File: config.mk
export PLATFORM = sky130hd
export DESIGN_NAME = operand_holder
export DESIGN_NICKNAME = d
export VERILOG_FILES = /design/src/rtl/operand_holder.sv
export SDC_FILE = /design/constraint.sdc
export NUM_CORES = 1
export LEC_CHECK = 0
export ABC_AREA = 1
export CORE_MARGIN = 4
export CORE_UTILIZATION = 57
export CTS_CLUSTER_DIAMETER = 40
export CTS_CLUSTER_SIZE = 24
export DETAILED_ROUTE_END_ITERATION = 6
export PLACE_DENSITY_LB_ADDON = 0.05
export SLEW_MARGIN = 20
export SYNTH_ARGS = -nofsm -noshare
export SYNTH_HDL_FRONTEND = slang
export SYNTH_SLANG_ARGS = --single-unit
File: constraint.sdc
create_clock -name clock -period 3 [get_ports clock]
set_input_delay 0.6 -clock clock [delete_from_list [all_inputs] [get_ports clock]]
set_output_delay 0.6 -clock clock [all_outputs]
set_load 0.01 [all_outputs]
File: src/rtl/operand_holder.sv
// operand_holder: captures a WIDTH-bit operand into one of SLOTS registers
// once the input has held the same value for STABLE_CYCLES consecutive edges
// while LOAD is commanded. Supports per-slot CLEAR and presents the addressed
// slot plus its valid flag combinationally.
//
// Optional feature macro: OPERAND_HOLDER_CLEAR_ALL_EN
//   defined     -> Sel == 3'b111 clears every slot and returns the FSM to IDLE
//   not defined -> Sel == 3'b111 is treated as HOLD, no bulk-clear logic
module operand_holder #(
  parameter int WIDTH         = 8,
  parameter int STABLE_CYCLES = 2,
  parameter int SLOTS         = 2,
  localparam int SLOT_W       = (SLOTS > 1) ? $clog2(SLOTS) : 1
) (
  input  logic              clock,
  input  logic              reset_n,
  input  logic [WIDTH-1:0]  A,
  input  logic [2:0]        Sel,
  input  logic [SLOT_W-1:0] slot,
  output logic [WIDTH-1:0]  Out,
  output logic              out_valid,
  output logic              loaded,
  output logic              busy
);

  // Command encodings
  localparam logic [2:0] CMD_LOAD  = 3'b010;
  localparam logic [2:0] CMD_CLEAR = 3'b100;

  // FSM encodings
  localparam logic [1:0] ST_IDLE  = 2'd0;
  localparam logic [1:0] ST_ARMED = 2'd1;
  localparam logic [1:0] ST_DONE  = 2'd2;

  // The run counter saturates at STABLE_CYCLES-1 (at most 254), so 8 bits
  // always suffice for the legal parameter range.
  localparam logic [7:0] CNT_MAX = 8'(STABLE_CYCLES - 1);
  localparam logic [7:0] CNT_ARM = 8'(STABLE_CYCLES - 2);

  // Slot count expressed one bit wider than the index, so the range test
  // also works when SLOTS is an exact power of two.
  localparam logic [SLOT_W:0] SLOT_LIMIT = (SLOT_W + 1)'(SLOTS);

  // Stability tracker state
  logic [WIDTH-1:0] samp_q;
  logic [7:0]       cnt_q;
  logic [7:0]       cnt_d;
  logic             same_sample;
  logic             stable;

  // Control state
  logic [1:0] state_q;
  logic [1:0] state_d;
  logic       loaded_q;

  // Decoded commands and per-edge actions
  logic cmd_load;
  logic cmd_clear;
  logic cmd_clear_all;
  logic do_capture;
  logic do_clear_one;
  logic do_clear_all;

  // Slot addressing and storage views
  logic                  slot_in_range;
  logic [SLOTS-1:0]      slot_hit;
  logic [WIDTH-1:0]      slot_data [SLOTS];
  logic [SLOTS-1:0]      slot_valid;
  logic [WIDTH-1:0]      out_mux;
  logic                  valid_mux;

  assign cmd_load  = (Sel == CMD_LOAD);
  assign cmd_clear = (Sel == CMD_CLEAR);

`ifdef OPERAND_HOLDER_CLEAR_ALL_EN
  assign cmd_clear_all = (Sel == 3'b111);
`else
  assign cmd_clear_all = 1'b0;
`endif

  assign slot_in_range = ({1'b0, slot} < SLOT_LIMIT);

  // A counts as stable when this edge's sample matches the previous one and
  // enough earlier matches have accumulated: STABLE_CYCLES equal samples in
  // total, including the current edge.
  assign same_sample = (A == samp_q);
  assign stable      = same_sample && (cnt_q >= CNT_ARM);

  // Next run-length count: saturating increment on a repeat, restart on change
  always_comb begin
    cnt_d = 8'd0;
    if (same_sample) begin
      cnt_d = (cnt_q >= CNT_MAX) ? CNT_MAX : (cnt_q + 8'd1);
    end
  end

  // Stability tracker registers, updated on every edge regardless of Sel
  always_ff @(posedge clock or negedge reset_n) begin
    if (!reset_n) begin
      samp_q <= '0;
      cnt_q  <= 8'd0;
    end else begin
      samp_q <= A;
      cnt_q  <= cnt_d;
    end
  end

  // Command sequencing: clears override everything, otherwise at most one
  // capture per continuous LOAD assertion.
  always_comb begin
    state_d      = state_q;
    do_capture   = 1'b0;
    do_clear_one = 1'b0;
    do_clear_all = 1'b0;
    if (cmd_clear_all) begin
      do_clear_all = 1'b1;
      state_d      = ST_IDLE;
    end else if (cmd_clear) begin
      do_clear_one = 1'b1;
      state_d      = ST_IDLE;
    end else begin
      case (state_q)
        ST_IDLE: begin
          if (cmd_load) begin
            if (stable) begin
              do_capture = 1'b1;
              state_d    = ST_DONE;
            end else begin
              state_d    = ST_ARMED;
            end
          end
        end
        ST_ARMED: begin
          if (cmd_load) begin
            if (stable) begin
              do_capture = 1'b1;
              state_d    = ST_DONE;
            end
          end else begin
            state_d = ST_IDLE;
          end
        end
        ST_DONE: begin
          if (!cmd_load) begin
            state_d = ST_IDLE;
          end
        end
        default: begin
          state_d = ST_IDLE;
        end
      endcase
    end
  end

  // FSM state and the one-cycle capture pulse
  always_ff @(posedge clock or negedge reset_n) begin
    if (!reset_n) begin
      state_q  <= ST_IDLE;
      loaded_q <= 1'b0;
    end else begin
      state_q  <= state_d;
      loaded_q <= do_capture;
    end
  end

  // One operand register and valid flag per slot
  for (genvar gi = 0; gi < SLOTS; gi++) begin : g_slot
    logic [WIDTH-1:0] data_q;
    logic             valid_q;

    assign slot_hit[gi]   = slot_in_range && (slot == SLOT_W'(gi));
    assign slot_data[gi]  = data_q;
    assign slot_valid[gi] = valid_q;

    // Clear wins over capture; only the addressed slot is touched
    always_ff @(posedge clock or negedge reset_n) begin
      if (!reset_n) begin
        data_q  <= '0;
        valid_q <= 1'b0;
      end else if (do_clear_all || (do_clear_one && slot_hit[gi])) begin
        data_q  <= '0;
        valid_q <= 1'b0;
      end else if (do_capture && slot_hit[gi]) begin
        data_q  <= A;
        valid_q <= 1'b1;
      end
    end
  end

  // Read mux: an out-of-range address reads as empty
  always_comb begin
    out_mux   = '0;
    valid_mux = 1'b0;
    for (int i = 0; i < SLOTS; i++) begin
      if (slot_hit[i]) begin
        out_mux   = slot_data[i];
        valid_mux = slot_valid[i];
      end
    end
  end

  assign Out       = out_mux;
  assign out_valid = valid_mux;
  assign loaded    = loaded_q;
  assign busy      = (state_q == ST_ARMED);

endmodule

Word-level counts from Yosys, hierarchy flattened
Index checks and enable logic that the tools add are counted.

cells by class
  add/sub/neg operators = 1
  equal/unequal tests = 8
  reduce and logical (&&, ||, !) cells = 10
  muxes and demuxes = 24
  bitwise logic cells = 1
  $lt $le $gt $ge = 2

operator list
  cell                   number
  $mux W8                7
  $ge A8 B1 Y1 const B   2
  $mux W2                6
  $mux W1                10
  $add A8 B1 Y8 const B  1
  $eq A8 B8 Y1           1
  $ne A3 B3 Y1 const B   2
  $pmux W2 S3            1
  $logic_and A1 B1 Y1    5
  $ne A4 B3 Y1 const B   1
  $reduce_bool A2 Y1     2
  $eq A3 B2 Y1 const B   1
  $eq A3 B3 Y1 const B   1
  $reduce_and A3 Y1      1
  $eq A2 B1 Y1 const B   1
  $eq A2 B2 Y1 const B   1
  $logic_not A2 Y1       1
  $reduce_or A2 Y1       1
  $not A1 Y1             1

word-level totals
  register bits after elaboration = 37
  bits of input ports = 14
  logic and storage cells = 54

Longest topological paths before layout
Gate-level depths: netlist of the first run.

  word-level depth = 9
  mapped depth = 11

Least setup slack after synthesis of the first run
OpenSTA, ideal clock, no wires.

  path type = input port to output port
  from = input port slot
  to = output port Out[0]
  stages = 4
  arrival = 1123 ps
  setup slack = 1277 ps
  required time = 2400 ps
  cell sequence = clkinv_1 > buf_2 > nand2_1 > nand2_1

on the way
  cells in the longest elaborated chain, start to end = 1

ends and longest elaborated chain
  what             line  text
  start, declared  19    input logic [SLOT_W-1:0] slot,
  $mux W8          195   if (slot_hit[i]) begin
  end, declared    20    output logic [WIDTH-1:0] Out,

Every way passes these cells.

Final worst setup path of the first run
  from = input port slot
  to = output port Out[1]

Same word-level chain as after synthesis.

==> metrics.cfg, run 1 <==
[clock_tree]
clk_pin_slew_worst_paths_ns = 0.09
clockRootBuffer = clkbuf_4
insertion_delay_ns = 0.32
cts_num_sinks = 29
cts_resized = 0
clock_path_buffers = 2
postCtsHoldBufs = 0
cts_tree = done
post_cts_buffers = 0
cts-htree-levels = 2
cts-buffers-inserted = 5

[worst_hold_path]
min_path_cells = 2
hp-start = g_slot[1].data_q[7]$_DFFE_PN0P_
hold_end = g_slot[1].data_q[7]$_DFFE_PN0P_
hold_class = reg2reg

[setup_path]
timing.reg2reg.setup_slack_ns = 1.49
crit_arrival_ns = 2.05
worstPathCellList = clkdlybuf4s50_1 -> buf_4 -> nand2_1 -> nand2_1 -> clkdlybuf4s50_1
rr_startpoint = samp_q[0]$_DFF_PN0_
crit_fanout = 21
critPathMaxStageDelay_ns = 0.53
critPathBufInv = 3
cp-end-kind = primary output
cp.required_ns = 2.40
reg2reg_to = g_slot[0].data_q[5]$_DFFE_PN0P_
rr_worst_depth = 10
worstSetupPathType = in2out
startpoint_type = input pin
cpLargestDelayFamily = buffers and inverters
critical_path.slowest_cell = clkdlybuf4s50_1

[die]
core_area_um2 = 2570
fp.dieArea_um2 = 3680
start_util_pct = 61.5
ios = 25
row_count = 18
die_h_um = 60.7
die_w_um = 60.7

[synth]
ys_warn_count = 0
synthArstFlopShare_pct = 100
synthAdderAreaFrac_pct = 0
synth_edf_count = 0
synth_compound_area_share_pct = 1.74
synthXorXnorAreaFrac_pct = 0.554
synth_top_family_by_area = simple AND/OR/NAND/NOR gates
syn_avg_cell_area_um2 = 6.72
synth_flop_cell = dfrtp_1
synth.area.mux_share_pct = 0
ys_types = 18
ys_seq_area_share_pct = 45.9
synth_seq_cells = 29
synth_top_area_cell = dfrtp_1
synth-simple-area-share_pct = 39.3
ys_top_cells_by_area = dfrtp_1 46%, nand2_1 27%, inv_1 9.7%
syn_area_um2 = 1580
syn_inst = 235
synth_top_area_share_pct = 45.9
synth_nets = 249

[place]
place_hpwl_mm = 2.20
dp.cells = 288
io_buffer_count = 24
gp_congestion = 0.788

[grt]
grt_max_degree = 30
antenna_found_initial = 0
grt_pass1_vias = 1309
grtUsageTotal_pct = 19.8
grt_pass1_wl_mm = 5.47
overflow = 0

[routing]
route.detailed.drc = 0
vias = 1410
drt_iter0_drc = 64
drt_wl_total_mm = 3.14
drtPass1Iterations = 4
viasPerCell = 4.76
wire_per_inst_um = 10.6
ant_nets = 0

[pwr]
ir_worst_vdd_v = 0.000362
powerDensity_nw_per_um2 = 466
power.total_w = 0.000889
p_leak_nw = 1.17

[sta]
finClkSkew_ns = 0.00599
max_freq_mhz = 378
fin_crit_sh_pct = 88.2
post-route-min-period_ns = 2.65
max_slew.worst_pin.slew_ns = 0.370
relSlewSlack_pct = 75.3
holdWs_ns = 0.476
slew_violations = 0
setup_viol = 0
hold_violations = 0
rsz0062_at_grt = false
fin_setup_tns_ns = 0

[layout]
drive_gt1_share_pct = 7.14
fin_util_pct = 74.3
n_antenna_cell = 0
final_common_cell = nand2_1
final_nets = 279
stdcell_count = 296
n_fill_cell = 228
areaGrowthSynthToFinish_pct = 20.7
final_cell_mix = 115 x nand2_1, 41 x inv_1, 29 x dfrtp_1

[run]
drv_cap = 0

[outcome]
status = complete, no violations

registers in the layout (all words and copies together) (netlist names):
name            flops
loaded              1
state_q             2
g_slot.valid_q      2
samp_q              8
g_slot.data_q      16
kinds of logic after synthesis:
kind of cell,Yosys count
AO/OA/AOI/OAI,4
XOR/XNOR,1
buffers and inverters,50
flip-flops,29
AND/OR/NAND/NOR,151
metal layers:
metal / GRT usage [%] / share of wire (%) / vias up
li1: - / - / 752
met1: 24.7 / 48 / 622
met2: 33.4 / 45 / 28
met3: 4.68 / 5.6 / 8
met4: 7.43 / 1.5 / 0
met5: 0 / 0 / -
power by group:
group          switching, W  leakage, nW  internal, W
Sequential        0.0000255        0.365     0.000438
Combinational      0.000104        0.769    0.0000940
Clock              0.000138       0.0320    0.0000891
Total              0.000268         1.17     0.000621
cells in the mapped netlist, types with 2 or more instances:
master and n:
buf_2 2, clkinv_1 3, dfrtp_1 29, inv_1 41, inv_2 2, nand2_1 115, nand2_2 2, nand3_1 17
nand3_2 2, nor2_1 11, nor2_2 2, o2111ai_1 2, o21ai_0 2
worst max-delay path by stage:
stage,end,startpoint,cells after the start
2_1_floorplan,Out[0],slot,4
3_3_place_gp,Out[1],slot,5
3_5_place_dp,out_valid,slot,5
4_1_cts,out_valid,slot,5
5_1_grt,out_valid,slot,5
6_report,Out[1],slot,5
tightest hold or removal path: cells and delay by family, from the launching register on:
kind / cells / cell delay [ns]
DFF: 1 / 0.35
and+or+nand+nor: 2 / 0.10
metrics by stage:
step | setup WS (ns) | area [µm²]
floorplan | 1.28 | 1580
global placement | 0.381 | 1860
detailed placement | 0.361 | 1860
CTS | 0.353 | 1910
global route | 0.266 | 1910
finish | 0.354 | 1910
area by class of cell:
cell class | instances | area (µm²) | share of cell area, %
inverter | 46 | 173 | 9.06
clock buffer | 6 | 41.3 | 2.17
timing repair buffer | 27 | 263 | 13.8
tap | 30 | 37.5 | 1.97
sequential | 29 | 726 | 38.1
clock inverter | 2 | 10.0 | 0.525
multi-input combinational | 156 | 657 | 34.4
(Power assumes the default switching activity.)
==> run 2, diff against run 1 <==
CORE_UTILIZATION = 46   (was 57)
REMOVE_ABC_BUFFERS = 1   (was default)
==> run 2 against run 1 <==
Compared with the run above: first-iteration DRC count down 6.3%; clock power shrank 3%; global-route usage down 2.9 points; sequential share of layout area fell by 0.49 points; die area rose by 21%; count of clock-buffer cells in the layout up 2; total power down 0.80%; hold slack lost 0.0012 ns; design area up 1.3%; register-to-register slack worse by 0.03 ns; highest routed layer unchanged.
==> metrics.cfg, run 2 (same netlist as run 1, synthesis figures left out) <==
[routing]
viasPerCell = 4.42  ; was 4.76
route.detailed.drc = 0  ; unchanged
drt_wl_total_mm = 3.23  ; was 3.14 mm
drt_iter0_drc = 60  ; was 64
ant_nets = 0  ; unchanged
drtPass1Iterations = 4  ; unchanged
wire_per_inst_um = 10.3  ; was 10.6 µm
vias = 1382  ; was 1410

[clock_tree]
insertion_delay_ns = 0.32  ; about the same
postCtsHoldBufs = 0  ; unchanged
cts_tree = done  ; unchanged
cts_num_sinks = 29  ; unchanged
post_cts_buffers = 0  ; unchanged
clk_pin_slew_worst_paths_ns = 0.08  ; was 0.09 ns
cts-htree-levels = 2  ; unchanged
clock_path_buffers = 2  ; unchanged
cts-buffers-inserted = 5  ; unchanged
clockRootBuffer = clkbuf_4  ; unchanged
cts_resized = 0  ; unchanged

[sta]
rsz0062_at_grt = false  ; unchanged
slew_violations = 0  ; unchanged
max_slew.worst_pin.slew_ns = 0.370  ; about the same
fin_setup_tns_ns = 0  ; unchanged
setup_viol = 0  ; unchanged
post-route-min-period_ns = 2.67  ; was 2.65 ns
max_freq_mhz = 374  ; was 378 MHz
fin_crit_sh_pct = 89.1  ; was 88.2%
finClkSkew_ns = 0.00483  ; was 0.00599 ns
hold_violations = 0  ; unchanged
relSlewSlack_pct = 75.3  ; about the same

[place]
place_hpwl_mm = 2.34  ; was 2.20 mm
gp_congestion = 0.777  ; was 0.788
dp.cells = 305  ; was 288
io_buffer_count = 24  ; unchanged

[pwr]
p_sw_share_pct = 29.0  ; was 30.2%
power.internal_w = 0.000626  ; was 0.000621 W
pwr-share-seq_pct = 52.5  ; was 52.1%
p_leak_nw = 1.16  ; was 1.17 nW
ir_worst_vdd_v = 0.000237  ; was 0.000362 V
power_switching_w = 0.000256  ; was 0.000268 W
pwr-share-clk_pct = 25.1  ; was 25.6%
powerDensity_nw_per_um2 = 457  ; was 466 nW/µm²
pwr-share-comb_pct = 22.5  ; was 22.3%

[setup_path]
critical_path.slowest_cell = clkdlybuf4s50_1  ; unchanged
worstPathCellList = clkdlybuf4s50_1 -> clkinv_1 -> nand2_1 -> nand2_1 -> clkdlybuf4s50_1  ; was clkdlybuf4s50_1 -> buf_4 -> nand2_1 -> nand2_1 -> clkdlybuf4s50_1
crit_fanout = 11  ; was 21
crit_arrival_ns = 2.07  ; was 2.05 ns
critPathMaxStageDelay_ns = 0.49  ; was 0.53 ns
startpoint_type = input pin  ; unchanged
worstSetupPathType = in2out  ; unchanged
cp-end-kind = primary output  ; unchanged
cp.required_ns = 2.40  ; about the same

[grt]
overflow = 0  ; unchanged
grt_max_degree = 30  ; unchanged
grt_pass1_vias = 1212  ; was 1309
grtUsageTotal_pct = 17.0  ; was 19.8%
antenna_found_initial = 0  ; unchanged
grt_pass1_wl_mm = 5.53  ; was 5.47 mm

[die]
start_util_pct = 47.4  ; was 61.5%
die_w_um = 66.6  ; was 60.7 µm
row_count = 21  ; was 18
ios = 25  ; unchanged
die_h_um = 66.6  ; was 60.7 µm
core_area_um2 = 3340  ; was 2570 µm²
fp.dieArea_um2 = 4440  ; was 3680 µm²

[layout]
largestRegisters = g_slot.data_q x16, samp_q x8  ; unchanged
n_antenna_cell = 0  ; unchanged
drive_gt1_share_pct = 6.74  ; was 7.14%
largest_reg_flops = 16  ; unchanged
final_common_cell = nand2_1  ; unchanged
final_nets = 280  ; was 279
areaGrowthSynthToFinish_pct = 22.2  ; was 20.7%
final_cell_mix = 115 x nand2_1, 41 x inv_1, 29 x dfrtp_1  ; unchanged
regMostFlops = g_slot.data_q  ; unchanged
stdcell_count = 313  ; was 296

[outcome]
status = complete, no violations  ; unchanged

[worst_hold_path]
hold_class = reg2reg  ; unchanged

[run]
drv_cap = 0  ; unchanged

[run 2: cell types whose count changed in the layout (fill, tap and decap cells not counted), sizes merged]
cell,change
buf,+1
clkbuf,+2
clkinv,-2
[run 2: metrics by stage]
stage	worst slack, ns	utilization (%)	hold WS [ns]	total power, W	cell area, µm²
final	0.326	57.9	0.475	0.000882	1930
after global routing	0.212	57.9	0.493	0.000951	1930
after CTS	0.298	57.9	0.479	0.000899	1930
after detailed placement	0.314	56.4	0.458	0.000673	1880
after global placement	0.358	56.4	0.454	0.000667	1880
after floorplan	1.29	-	0.304	0.000570	1560
[run 2: critical path: cells and delay by family]
kind                   cells  cell delay [ns]
buffers and inverters      3             1.26
AND/OR/NAND/NOR            2             0.21
[run 2: routing by layer]
layer	GRT usage (%)	share of wire (%)	vias to the layer above
li1	-	-	754
met2	27.0	46	20
met1	21.6	48	600
met3	5.06	3.7	8
met5	0	0	-
met4	6.35	1.5	0
[run 2: path summary, 6_finish.rpt]
check	startpoint	end	slack [ns]	cells past startpoint
worst min register to register	g_slot[1].data_q[6]$_DFFE_PN0P_	g_slot[1].data_q[6]$_DFFE_PN0P_	0.47	2
max in group asynchronous	reset_n	g_slot[1].data_q[5]$_DFFE_PN0P_	2.07	2
min in group asynchronous	reset_n	g_slot[0].valid_q$_DFFE_PN0P_	0.66	2
worst max-delay path	slot	Out[4]	0.33	5
worst min-delay path	g_slot[1].data_q[6]$_DFFE_PN0P_	g_slot[1].data_q[6]$_DFFE_PN0P_	0.47	2
worst max register to register	samp_q[7]$_DFF_PN0_	g_slot[1].data_q[7]$_DFFE_PN0P_	1.46	10
[run 2: power groups by stage]
stage                     clock network [W]  registers (W)  logic (W)
after floorplan                           0       0.000465   0.000105
after global placement                    0       0.000470   0.000198
after detailed placement                  0       0.000471   0.000202
after CTS                          0.000233       0.000463   0.000203
after global routing               0.000250       0.000471   0.000230
final                              0.000221       0.000463   0.000198
[run 2: cell type report]
class | count | area, µm²
Inverter | 46 | 173
Tap cell | 46 | 57.6
Fill cell | 366 | 1410
Sequential cell | 29 | 726
Multi-Input combinational cell | 156 | 657
Clock buffer | 8 | 48.8
Timing Repair Buffer | 28 | 270
